--- config.mk ---
export PLATFORM = sky130hd
export DESIGN_NAME = tile_plane_shifter
export DESIGN_NICKNAME = d
export VERILOG_FILES = /design/src/rtl/tile_plane_shifter.sv
export SDC_FILE = /design/constraint.sdc
export NUM_CORES = 1
export LEC_CHECK = 0
export CORE_UTILIZATION = 55
export DETAILED_ROUTE_END_ITERATION = 10
export MAX_ROUTING_LAYER = met4
export PLACE_DENSITY_LB_ADDON = 0.05
export RECOVER_POWER = 50
export SETUP_SLACK_MARGIN = 0.05
export SYNTH_ARGS = -nofsm -noshare
export SYNTH_HDL_FRONTEND = slang
export SYNTH_SLANG_ARGS = --single-unit
--- constraint.sdc ---
create_clock -name clock -period 2.5 [get_ports clock]
set_clock_uncertainty 0.15 [all_clocks]
set_input_delay 0.5 -clock clock [delete_from_list [all_inputs] [get_ports clock]]
set_output_delay 0.5 -clock clock [all_outputs]
set_load 0.05 [all_outputs]
--- src/rtl/tile_plane_shifter.sv ---
// rtl/tile_plane_shifter.sv - multi-bitplane tile row shifter with a one-deep holding register
//
// Purpose: accepts one tile row (PLANES bitplanes of WIDTH pixels plus an
// attribute) into a holding register, then shifts it out one pixel per
// ce_pix cycle. The holding register is refilled while the current row
// shifts, so rows abut with no gap pixel when supply keeps up.
//
// Ports:
//   clock, reset_n        clock, asynchronous active-low reset
//   ce_pix                pixel enable, one pixel advances per enabled cycle
//   flush                 synchronous clear of all pipeline state
//   in_valid / in_ready   tile row handshake; in_ready = holding register empty
//   in_data               plane p in [p*WIDTH +: WIDTH], MSB = leftmost pixel
//   in_flip               mirror this row horizontally at acceptance
//   in_attr               per-tile attribute
//   pix_out               bit p = current pixel of plane p
//   attr_out              attribute of the row currently shifting
//   pix_valid             shifter holds a live row
//   underrun              one-cycle pulse when a row ends with no successor held

module tile_plane_shifter #(
  parameter int PLANES = 4,
  parameter int WIDTH  = 8,
  parameter int ATTR_W = 4
) (
  input  logic                      clock,
  input  logic                      reset_n,
  input  logic                      ce_pix,
  input  logic                      flush,
  input  logic                      in_valid,
  output logic                      in_ready,
  input  logic [PLANES*WIDTH-1:0]   in_data,
  input  logic                      in_flip,
  input  logic [ATTR_W-1:0]         in_attr,
  output logic [PLANES-1:0]         pix_out,
  output logic [ATTR_W-1:0]         attr_out,
  output logic                      pix_valid,
  output logic                      underrun
);

  localparam int CW = $clog2(WIDTH);
  localparam logic [CW-1:0] LAST = CW'(WIDTH - 1);

  logic [PLANES*WIDTH-1:0] hold_data_q, hold_data_d;
  logic [ATTR_W-1:0]       hold_attr_q, hold_attr_d;
  logic                    hold_full_q, hold_full_d;
  logic [PLANES*WIDTH-1:0] shift_q, shift_d;
  logic [ATTR_W-1:0]       attr_q, attr_d;
  logic [CW-1:0]           cnt_q, cnt_d;
  logic                    active_q, active_d;
  logic                    underrun_q, underrun_d;

  logic [PLANES*WIDTH-1:0] flip_data;
  logic [PLANES*WIDTH-1:0] load_data;
  logic [PLANES*WIDTH-1:0] shifted;
  logic                    accept;
  logic                    boundary;

  // Mirroring is applied once at acceptance so the shifter itself only
  // ever shifts left, regardless of orientation.
  always_comb begin
    flip_data = '0;
    shifted   = '0;
    for (int p = 0; p < PLANES; p++) begin
      for (int i = 0; i < WIDTH; i++) begin
        flip_data[p*WIDTH + i] = in_data[p*WIDTH + WIDTH - 1 - i];
      end
      shifted[p*WIDTH +: WIDTH] = {shift_q[p*WIDTH +: WIDTH-1], 1'b0};
    end
  end

  assign load_data = in_flip ? flip_data : in_data;
  assign accept    = in_valid && !hold_full_q;
  // A boundary is the cycle where the shifter may take a new row: either it
  // is idle or it is showing the last pixel of the current row.
  assign boundary  = ce_pix && (!active_q || (cnt_q == LAST));

  always_comb begin
    hold_data_d = hold_data_q;
    hold_attr_d = hold_attr_q;
    hold_full_d = hold_full_q;
    shift_d     = shift_q;
    attr_d      = attr_q;
    cnt_d       = cnt_q;
    active_d    = active_q;
    underrun_d  = 1'b0;

    if (flush) begin
      hold_full_d = 1'b0;
      shift_d     = '0;
      attr_d      = '0;
      cnt_d       = '0;
      active_d    = 1'b0;
    end else begin
      if (boundary) begin
        cnt_d = '0;
        if (hold_full_q) begin
          shift_d     = hold_data_q;
          attr_d      = hold_attr_q;
          active_d    = 1'b1;
          hold_full_d = 1'b0;
        end else begin
          shift_d    = '0;
          active_d   = 1'b0;
          underrun_d = active_q;
        end
      end else if (ce_pix) begin
        shift_d = shifted;
        cnt_d   = cnt_q + 1'b1;
      end

      // accept needs hold_full_q == 0 while a transfer needs it set, so the
      // two never touch hold_full_d in the same cycle.
      if (accept) begin
        hold_data_d = load_data;
        hold_attr_d = in_attr;
        hold_full_d = 1'b1;
      end
    end
  end

  always_ff @(posedge clock or negedge reset_n) begin
    if (!reset_n) begin
      hold_data_q <= '0;
      hold_attr_q <= '0;
      hold_full_q <= 1'b0;
      shift_q     <= '0;
      attr_q      <= '0;
      cnt_q       <= '0;
      active_q    <= 1'b0;
      underrun_q  <= 1'b0;
    end else begin
      hold_data_q <= hold_data_d;
      hold_attr_q <= hold_attr_d;
      hold_full_q <= hold_full_d;
      shift_q     <= shift_d;
      attr_q      <= attr_d;
      cnt_q       <= cnt_d;
      active_q    <= active_d;
      underrun_q  <= underrun_d;
    end
  end

  always_comb begin
    pix_out = '0;
    for (int p = 0; p < PLANES; p++) begin
      pix_out[p] = shift_q[p*WIDTH + WIDTH - 1];
    end
  end

  assign in_ready  = !hold_full_q;
  assign attr_out  = attr_q;
  assign pix_valid = active_q;
  assign underrun  = underrun_q;

endmodule

Word level (Yosys, flattened, before mapping)
Cells that the tools add are included.

Bits of input ports: 42. Word-level logic and storage cells: 42. Flip-flop bits (word level): 78. Output and inout port bits: 11.

Multiplexer cells: 20. Add/subtract/negate cells: 1. Bitwise operators: 1. Equal/unequal tests: 1. Reductions and logical operators: 11.

Operators with widths (count): $mux W32 (5); $mux W4 (3); $mux W1 (9); $mux W3 (3); $reduce_bool A3 Y1 (2); $reduce_and A2 Y1 (2); $reduce_bool A2 Y1 (2); $add A3 B1 Y3 const B (1); $eq A3 B3 Y1 const B (1); $logic_and A1 B1 Y1 (2); $logic_not A1 Y1 (2); $logic_or A1 B1 Y1 (1); $not A1 Y1 (1).

Logic depth before layout (Yosys ltp)
Gate-level depths: netlist (run 1).

Word-level depth: 6. Gate-level depth with buffers: 7. Depth with buffers taken out: 5.

Worst setup path before layout (run 1)
OpenSTA, ideal clock, no wires.

Path kind: flip-flop to flip-flop. From: reg cnt_q[0]. To: reg shift_q[0]. Clock period less this slack: 1.740 ns. Buffers on the path: 2. Setup time: 0.132 ns. Data arrival time: 1.458 ns. Required time: 2.218 ns. Cell stages (with the launch flop): 8. Setup slack: 0.760 ns. Cell sequence: dfrtp_1 ha_1 ha_1 nand2b_1 buf_4 buf_4 a32oi_1 nor2_1.

Longest elaborated chain between the ends: 5. Elaborated cells on any way between the ends: 6. Those cells by class: eq/ne (1); mux (2); reduce/logical (3).

RTL lines: start: declaration (RTL line 49) `logic [CW-1:0] cnt_q, cnt_d;`; start signal: assignment (RTL line 138) `cnt_q <= cnt_d;`; $eq A3 B3 Y1 (*) (RTL line 76) `assign boundary = ce_pix && (!active_q || (cnt_q == LAST));`; $logic_or A1 B1 Y1 (*) (RTL line 76); $logic_and A1 B1 Y1 (*) (RTL line 76); $mux W32 (RTL line 95) `if (boundary) begin`; $mux W32 (RTL line 88) `if (flush) begin`; end signal: assignment (RTL line 136) `shift_q <= shift_d;`; end: declaration (RTL line 47) `logic [PLANES*WIDTH-1:0] shift_q, shift_d;`.

Every way passes the cells marked *; elsewhere a longest branch is shown, timed or not. A chain may end at the register's enable or synchronous reset.

Worst setup path in the final report (run 1)
From: reg active_q, in the netlist pix_valid. To: out pix_valid.

RTL lines: start: declaration (RTL line 50) `logic active_q, active_d;`; start signal: assignment (RTL line 139) `active_q <= active_d;`; end: declaration (RTL line 37) `output logic pix_valid,`.

No word-level cell between the ends.

==> results by group, run 1 <==
Place
  • Placement Setup Slack: 0.401 ns
  • Inst Count DP: 471
  • GP Congestion: 0.732
  • Number of buffers added on ports: 52
  • Placed wire-length estimate: 4670 microns

Floorplanning
  • Core footprint: 6420 sq um
  • Die W: 83.8 microns
  • Die Y: 83.8 microns
  • DIE AREA: 7030 sq um
  • Effective utilization at floorplan: 57.4%
  • Rows: 29
  • Top-Level Pins: 53

Clock tree
  • TritonCTS Sinks: 78
  • Post-CTS Resized: 0
  • CTS Buffer Depth: 2
  • CTS tree: done
  • H-tree levels: 3
  • Clock latency on the worst-skew pair: 0.33 ns
  • CTS buffer count: 9
  • CTS clock-pin slew for the worst setup and hold paths: 0.07 ns
  • CTS root buf: clkbuf_8

Worst hold path
  • Worst Hold Depth: 1
  • Worst Hold Class: reg2reg

Yosys
  • FFs w/ async S/R, synth: 100%
  • Yosys reg bits: 78
  • Distinct cells, synth: 24
  • Area of the mapped netlist: 3680 sq um
  • Most numerous cell in the Yosys netlist: dfrtp_1
  • Synth top area share: 53.0%
  • Mapped Cells: 374
  • Area leader, netlist: dfrtp_1
  • Net count after synthesis: 418
  • Top_reg_cell synth: dfrtp_1
  • Synth top cells by count: dfrtp_1, nor2_1, a21oi_1, nand3_1
  • EDFF count, synth: 0
  • Seq/Total Area, Yosys: 53.0%
  • Synth warnings: 0
  • Mean Syn Cell Area: 9.85 sq um
  • Ranking of synthesized cells by area: dfrtp_1, mux2i_1, nor2_1

Timing
  • Worst-Margin Slew: 0.891 ns
  • Fin crit share: 88.7%
  • Tmin final: 2.22 ns
  • Final Hold Fails: 0
  • Worst slew margin: 40.6%
  • Final Hold Slack: 0.355 ns
  • Fmax: 0.451 GHz
  • RSZ-0062 raised after global routing: no
  • Setup ws final: 0.282 ns
  • Max Slew Vio Count: 0
  • Setup Viol. Count Final: 0
  • Final TNS setup: 0 ns

Layout
  • Sequential Area: 1950 sq um
  • Final cell count without fillers: 487
  • Antenna Cells: 0
  • Area grow syn2layout: 18.6%
  • Final layout net count: 450
  • Share of post-route cells with drive strength above 1: 7.32%
  • Fillcell total: 523
  • Final core utilization: 68.0%
  • Multi-input gate area: 1500 sq um

Drt
  • Vias per std cell: 5.85
  • Detail Route Antenna Nets: 0
  • Final WL: 7310 microns
  • Routed vias: 2850
  • # DRC: 2
  • Initial drt markers: 105
  • Avg WL per Cell: 15.0 microns
  • Pre-antenna DRT Iters: 8

Global routing
  • First-pass GRT wire length: 13200 microns
  • Initial antenna violation count: 0
  • Total track usage: 24.3%
  • Pin count of the biggest net entering global routing: 66
  • Grt met1 use: 31.2%
  • GRT met3 Usage: 4.55%
  • Vias in the first global route: 2831
  • Gr busiest metal: met2
  • Met2 Use GR: 39.2%
  • Congestion Overflow GR: 0

Status
  • Violated checks: DRC
  • Status: finished, violations left

Setup path
  • CP delay by family, top: buffers and inverters
  • Nature of the critical path endpoint: output pin
  • Buf/Inv on CP: 1
  • Number of stages on the worst setup path: 1
  • CP max-delay cell: clkdlybuf4s50_1
  • Worst-path cell chain: clkdlybuf4s50_1
  • Startpoint types: flop
  • Kind of critical path: reg2out
  • Worst-case reg-to-reg path depth: 6
  • CP max stage delay: 0.83 ns
  • Required @ worst endpoint: 1.85 ns
  • Crit path DAT: 1.57 ns
  • Critical-path maximum fanout: 6

Pwr
  • Leakage: 1.83 nW
  • VDD IR max: 0.380 mV
  • P per Cell Area: 665 nW/um^2

Flow run
  • Max-cap viol count: 0
-- where the power goes --
group / internal [W] / switching [W]
Sequential: 0.00141 / 0.0000886
Combinational: 0.000219 / 0.000274
Clock: 0.000480 / 0.000429
-- registers in the layout (all words and copies together) (netlist names) --
name and count:
underrun 1, hold_full_q 1, hold_data_q 32, shift_q 32, attr_out 4, hold_attr_q 4, pix_valid 1, cnt_q 3
-- final timing paths --
kind                                            start                          to  slack [ns]
max                             pix_valid$_DFFE_PN0P_                   pix_valid        0.28
min                        hold_attr_q[3]$_DFFE_PN0P_  hold_attr_q[3]$_DFFE_PN0P_        0.36
max reg2reg                      cnt_q[0]$_DFFE_PN0P_     shift_q[21]$_DFFE_PN0P_        0.55
min reg2reg                hold_attr_q[3]$_DFFE_PN0P_  hold_attr_q[3]$_DFFE_PN0P_        0.36
max in group asynchronous                     reset_n     shift_q[19]$_DFFE_PN0P_        0.39
min in group asynchronous                     reset_n     attr_out[0]$_DFFE_PN0P_        0.64
-- per-stage QoR --
stage | total power, W | area, sq um
floorplan | 0.00184 | 3680
global placement | 0.00201 | 4190
detailed placement | 0.00202 | 4190
CTS | 0.00294 | 4390
global route | 0.00307 | 4370
finish | 0.00290 | 4370
-- worst register-to-register path: stages, from the launching register on --
cell	delay (ns)
dfrtp_1	0.40
ha_1	0.21
ha_1	0.22
nor2b_2	0.25
buf_12	0.23
nand2_1	0.09
a311oi_1	0.29
-- area by class of cell --
type                       count  area share, %
clock buffer                  11           3.24
clock inverter                 4           1.09
inverter                       2          0.172
multi-input combinational    254           34.4
sequential                    78           44.7
tap                           77           2.21
timing repair buffer          61           14.2
-- layout by cell type (no fill, tap or decap) --
master / n
dfrtp_1: 78
buf_12: 4
a32oi_1: 4
clkbuf_1: 1
clkbuf_4: 1
nor2_1: 66
o21ai_0: 4
nand2b_1: 2
ha_1: 2
mux2_2: 2
clkbuf_8: 10
nor4bb_1: 1
buf_2: 2
dlygate4sd3_1: 2
clkinvlp_4: 1
clkinv_2: 2
a211o_1: 1
nand2_1: 32
clkbuf_2: 2
nor3b_4: 1
a21oi_1: 40
mux2i_1: 32
buf_4: 3
nor2b_2: 1
a311oi_1: 28
bufinv_16: 1
nor4b_1: 1
and2_1: 1
mux2_1: 2
nand3_1: 34
clkdlybuf4s50_1: 47
inv_1: 2
-- logic make-up after synthesis --
logic type      Yosys count  share of synthesized area, %
compound gates           77                          13.8
fa+ha+maj                 2                         0.679
buf+inv                  42                          6.28
flops                    78                          53.0
mux                      36                          9.92
simple gates            139                          16.3
-- metal layers --
layer	wire length (microns)	up-vias
met5	0	-
met4	63	0
met3	249	4
met2	3660	65
met1	3340	1399
li1	-	1382
-- what timing repair did --
action / CTS / global route
hold buffers: 1 / 0
buffers inserted: 0 / 0
endpoints found under the hold margin: 33 / 0
No activity file was read; power rests on OpenSTA's default activity.
==> run 2, diff against run 1 <==
- CAP_MARGIN: unset -> 20
- DONT_BUFFER_PORTS: unset -> 1
==> run 2 against run 1 <==
Against the previous run:
- the run ends with DRC, hold timing left
- global-route usage shrank 1.1 points
- flip-flop and latch count is the same
- combinational power shrank 38%
- non-clock buffer count shrank 54
- sequential power is essentially flat
- highest routed layer unchanged
- final cell count shrank 11%
- critical path depth is the same
- clock power grew 21%
- die area is the same
- sequential share of layout area grew 6.1 points
==> results by group, run 2 (same netlist as run 1, synthesis figures left out) <==
Status
  • Status: finished, violations left
  • Violated checks: DRC, hold timing

Layout
  • Final Instance Area: 3840 sq um (-12%)
  • Most frequent cells in the layout: dfrtp_1, nor2_1, a21oi_1
  • Antenna Cells: 0 (unchanged)
  • Fillcell total: 557 (+6.5%)
  • Share of post-route cells with drive strength above 1: 7.28% (-0.034 points)
  • Top flop regs: hold_data_q: 32 flops, shift_q: 32 flops
  • Final layout net count: 396 (-12%)
  • Area grow syn2layout: 4.38%
  • Commonest non-fill, non-tap cell in the layout: dfrtp_1

Floorplanning
  • Top-Level Pins: 53 (unchanged)
  • Effective utilization at floorplan: 57.4% (unchanged)
  • Die W: 83.8 microns (unchanged)
  • DIE AREA: 7030 sq um (unchanged)
  • Die Y: 83.8 microns (unchanged)
  • Core footprint: 6420 sq um (unchanged)
  • Rows: 29 (unchanged)

Setup path
  • CP max stage delay: 0.76 ns (-0.07 ns)
  • Required @ worst endpoint: 1.85 ns (about the same)
  • Worst-case reg-to-reg path depth: 6 (unchanged)
  • Buf/Inv on CP: 1 (unchanged)
  • R2R setup slack: 0.47 ns (-0.08 ns)
  • Crit path from: hold_full_q$_DFFE_PN0P_
  • Number of stages on the worst setup path: 1 (unchanged)
  • Worst-path cell chain: inv_1
  • Critical-path maximum fanout: 17 (+11)
  • CP delay by family, top: flip-flops
  • Startpoint types: flop
  • Crit path DAT: 1.53 ns (-0.04 ns)
  • RR Startpoint: cnt_q[0]$_DFFE_PN0P_
  • Reg2reg end: shift_q[23]$_DFFE_PN0P_
  • CP max-delay cell: dfrtp_1
  • Critical Path Sink: in_ready
  • Kind of critical path: reg2out
  • Nature of the critical path endpoint: output pin

Clock tree
  • H-tree levels: 3 (unchanged)
  • CTS tree: done
  • Post-CTS Setup Bufs: 0 (unchanged)
  • Clock latency on the worst-skew pair: 0.35 ns (+0.02 ns)
  • CTS buffer count: 9 (unchanged)
  • CTS root buf: clkbuf_8
  • TritonCTS Sinks: 78 (unchanged)
  • CTS Buffer Depth: 2 (unchanged)
  • CTS clock-pin slew for the worst setup and hold paths: 0.08 ns (about the same)
  • Post-CTS Resized: 0 (unchanged)

Drt
  • Avg WL per Cell: 16.8 microns (+12%)
  • Initial drt markers: 196 (+87%)
  • Routed vias: 2597 (-8.9%)
  • Pre-antenna DRT Iters: 7 (-1)
  • # DRC: 2 (unchanged)
  • Final WL: 7290 microns (-0.33%)
  • Detail Route Antenna Nets: 0 (unchanged)
  • Vias per std cell: 5.98 (+2.3%)

Global routing
  • First-pass GRT wire length: 12200 microns (-6.9%)
  • Initial antenna violation count: 0 (unchanged)
  • Total track usage: 23.2% (-1.1 points)
  • Vias in the first global route: 2456 (-13%)
  • Pin count of the biggest net entering global routing: 79 (+20%)
  • Congestion Overflow GR: 0 (unchanged)

Timing
  • Worst-Margin Slew: 0.643 ns (-0.248 ns)
  • Final Hold Slack: -0.316 ns (-0.671 ns)
  • Final Hold Fails: 78 (+78)
  • Tmin final: 2.18 ns (-0.0350 ns)
  • Setup Viol. Count Final: 0 (unchanged)
  • RSZ-0062 raised after global routing: no
  • Final TNS setup: 0 ns (unchanged)
  • Max Slew Vio Count: 0 (unchanged)
  • Fin crit share: 87.3% (-1.4 points)
  • Fmax: 0.458 GHz (+1.6%)
  • Worst slew margin: 57.1% (+17 points)

Pwr
  • Combinational group share of total power: 10.4% (-6.6 points)
  • VDD IR max: 0.402 mV (+5.7%)
  • P per Cell Area: 765 nW/um^2 (+15%)
  • Internal: 0.00220 W (+4.0%)
  • Psw: 0.000745 W (-5.9%)
  • Switch share: 25.3% (-1.9 points)
  • Leakage: 1.63 nW (-11%)
  • Clock power frac: 37.4% (+6.1 points)
  • Reg power frac: 52.2% (+0.5 points)

Place
  • Placed wire-length estimate: 4390 microns (-6.0%)
  • Number of buffers added on ports: 0 (-100%)
  • GP Congestion: 0.756 (+3.4%)
  • Post-DP Area: 3610 sq um (-14%)

Flow run
  • Max-cap viol count: 0 (unchanged)

Worst hold path
  • Worst Hold Class: in2async
[run 2: changes by cell type in the layout (fill, tap and decap cells not counted), sizes merged]
cell and delta:
buf -2, bufinv +1, clkbuf -1, clkdlybuf4s50 -47, clkinv -1, clkinvlp -1
dlygate4sd3 -2
[run 2: area by class of cell]
class                   instances  area, sq um  share of cell area [%]
multi-input cells             254         1500                    39.1
well taps                      77         96.3                    2.51
repair buffers                  7         52.6                    1.37
inverters                       2         7.51                   0.195
clock buffers                  13          169                    4.39
clock inverters                 3         65.1                    1.69
flip-flops and latches         78         1950                    50.8
[run 2: layer usage]
layer,vias to the layer above,GRT usage [%],wire [microns]
met2,60,31.5,3320
met1,1250,34.0,3550
met5,-,-,0
met3,15,4.65,286
li1,1272,-,-
met4,0,9.56,124
[run 2: worst min path at each step]
stage / startpoint / to / slack, ns / cells after the start
global placement: reset_n / attr_out[3]$_DFFE_PN0P_ / 0.06 / 0
detailed placement: reset_n / attr_out[2]$_DFFE_PN0P_ / 0.06 / 0
CTS: reset_n / shift_q[4]$_DFFE_PN0P_ / -0.33 / 0
global route: reset_n / underrun$_DFF_PN0_ / -0.34 / 0
finish: reset_n / underrun$_DFF_PN0_ / -0.32 / 0
floorplan: reset_n / attr_out[0]$_DFFE_PN0P_ / 0.05 / 0
[run 2: power groups by stage]
stage	combinational (W)	sequential [W]	clock, W
4_1_cts	0.000309	0.00153	0.00112
3_5_place_dp	0.000307	0.00156	0
2_1_floorplan	0.000327	0.00151	0
6_report	0.000305	0.00153	0.00110
3_3_place_gp	0.000298	0.00156	0
5_1_grt	0.000352	0.00155	0.00117
[run 2: metrics by stage]
stage / util, % / setup slack, ns / power (W) / hold slack, ns / instances
after detailed placement: 56.2 / 0.511 / 0.00187 / 0.0558 / 418
after CTS: 59.9 / 0.314 / 0.00296 / -0.326 / 434
after floorplan: - / 0.760 / 0.00184 / 0.0544 / 374
final: 59.9 / 0.317 / 0.00294 / -0.316 / 434
after global placement: 56.2 / 0.600 / 0.00185 / 0.0558 / 418
after global routing: 59.9 / 0.224 / 0.00307 / -0.337 / 434
==> run 3, diff against run 2 <==
- SLEW_MARGIN: unset -> 20
==> results of run 3 <==
Same layout as run 2: the final DEF is identical, and so are final timing and power.
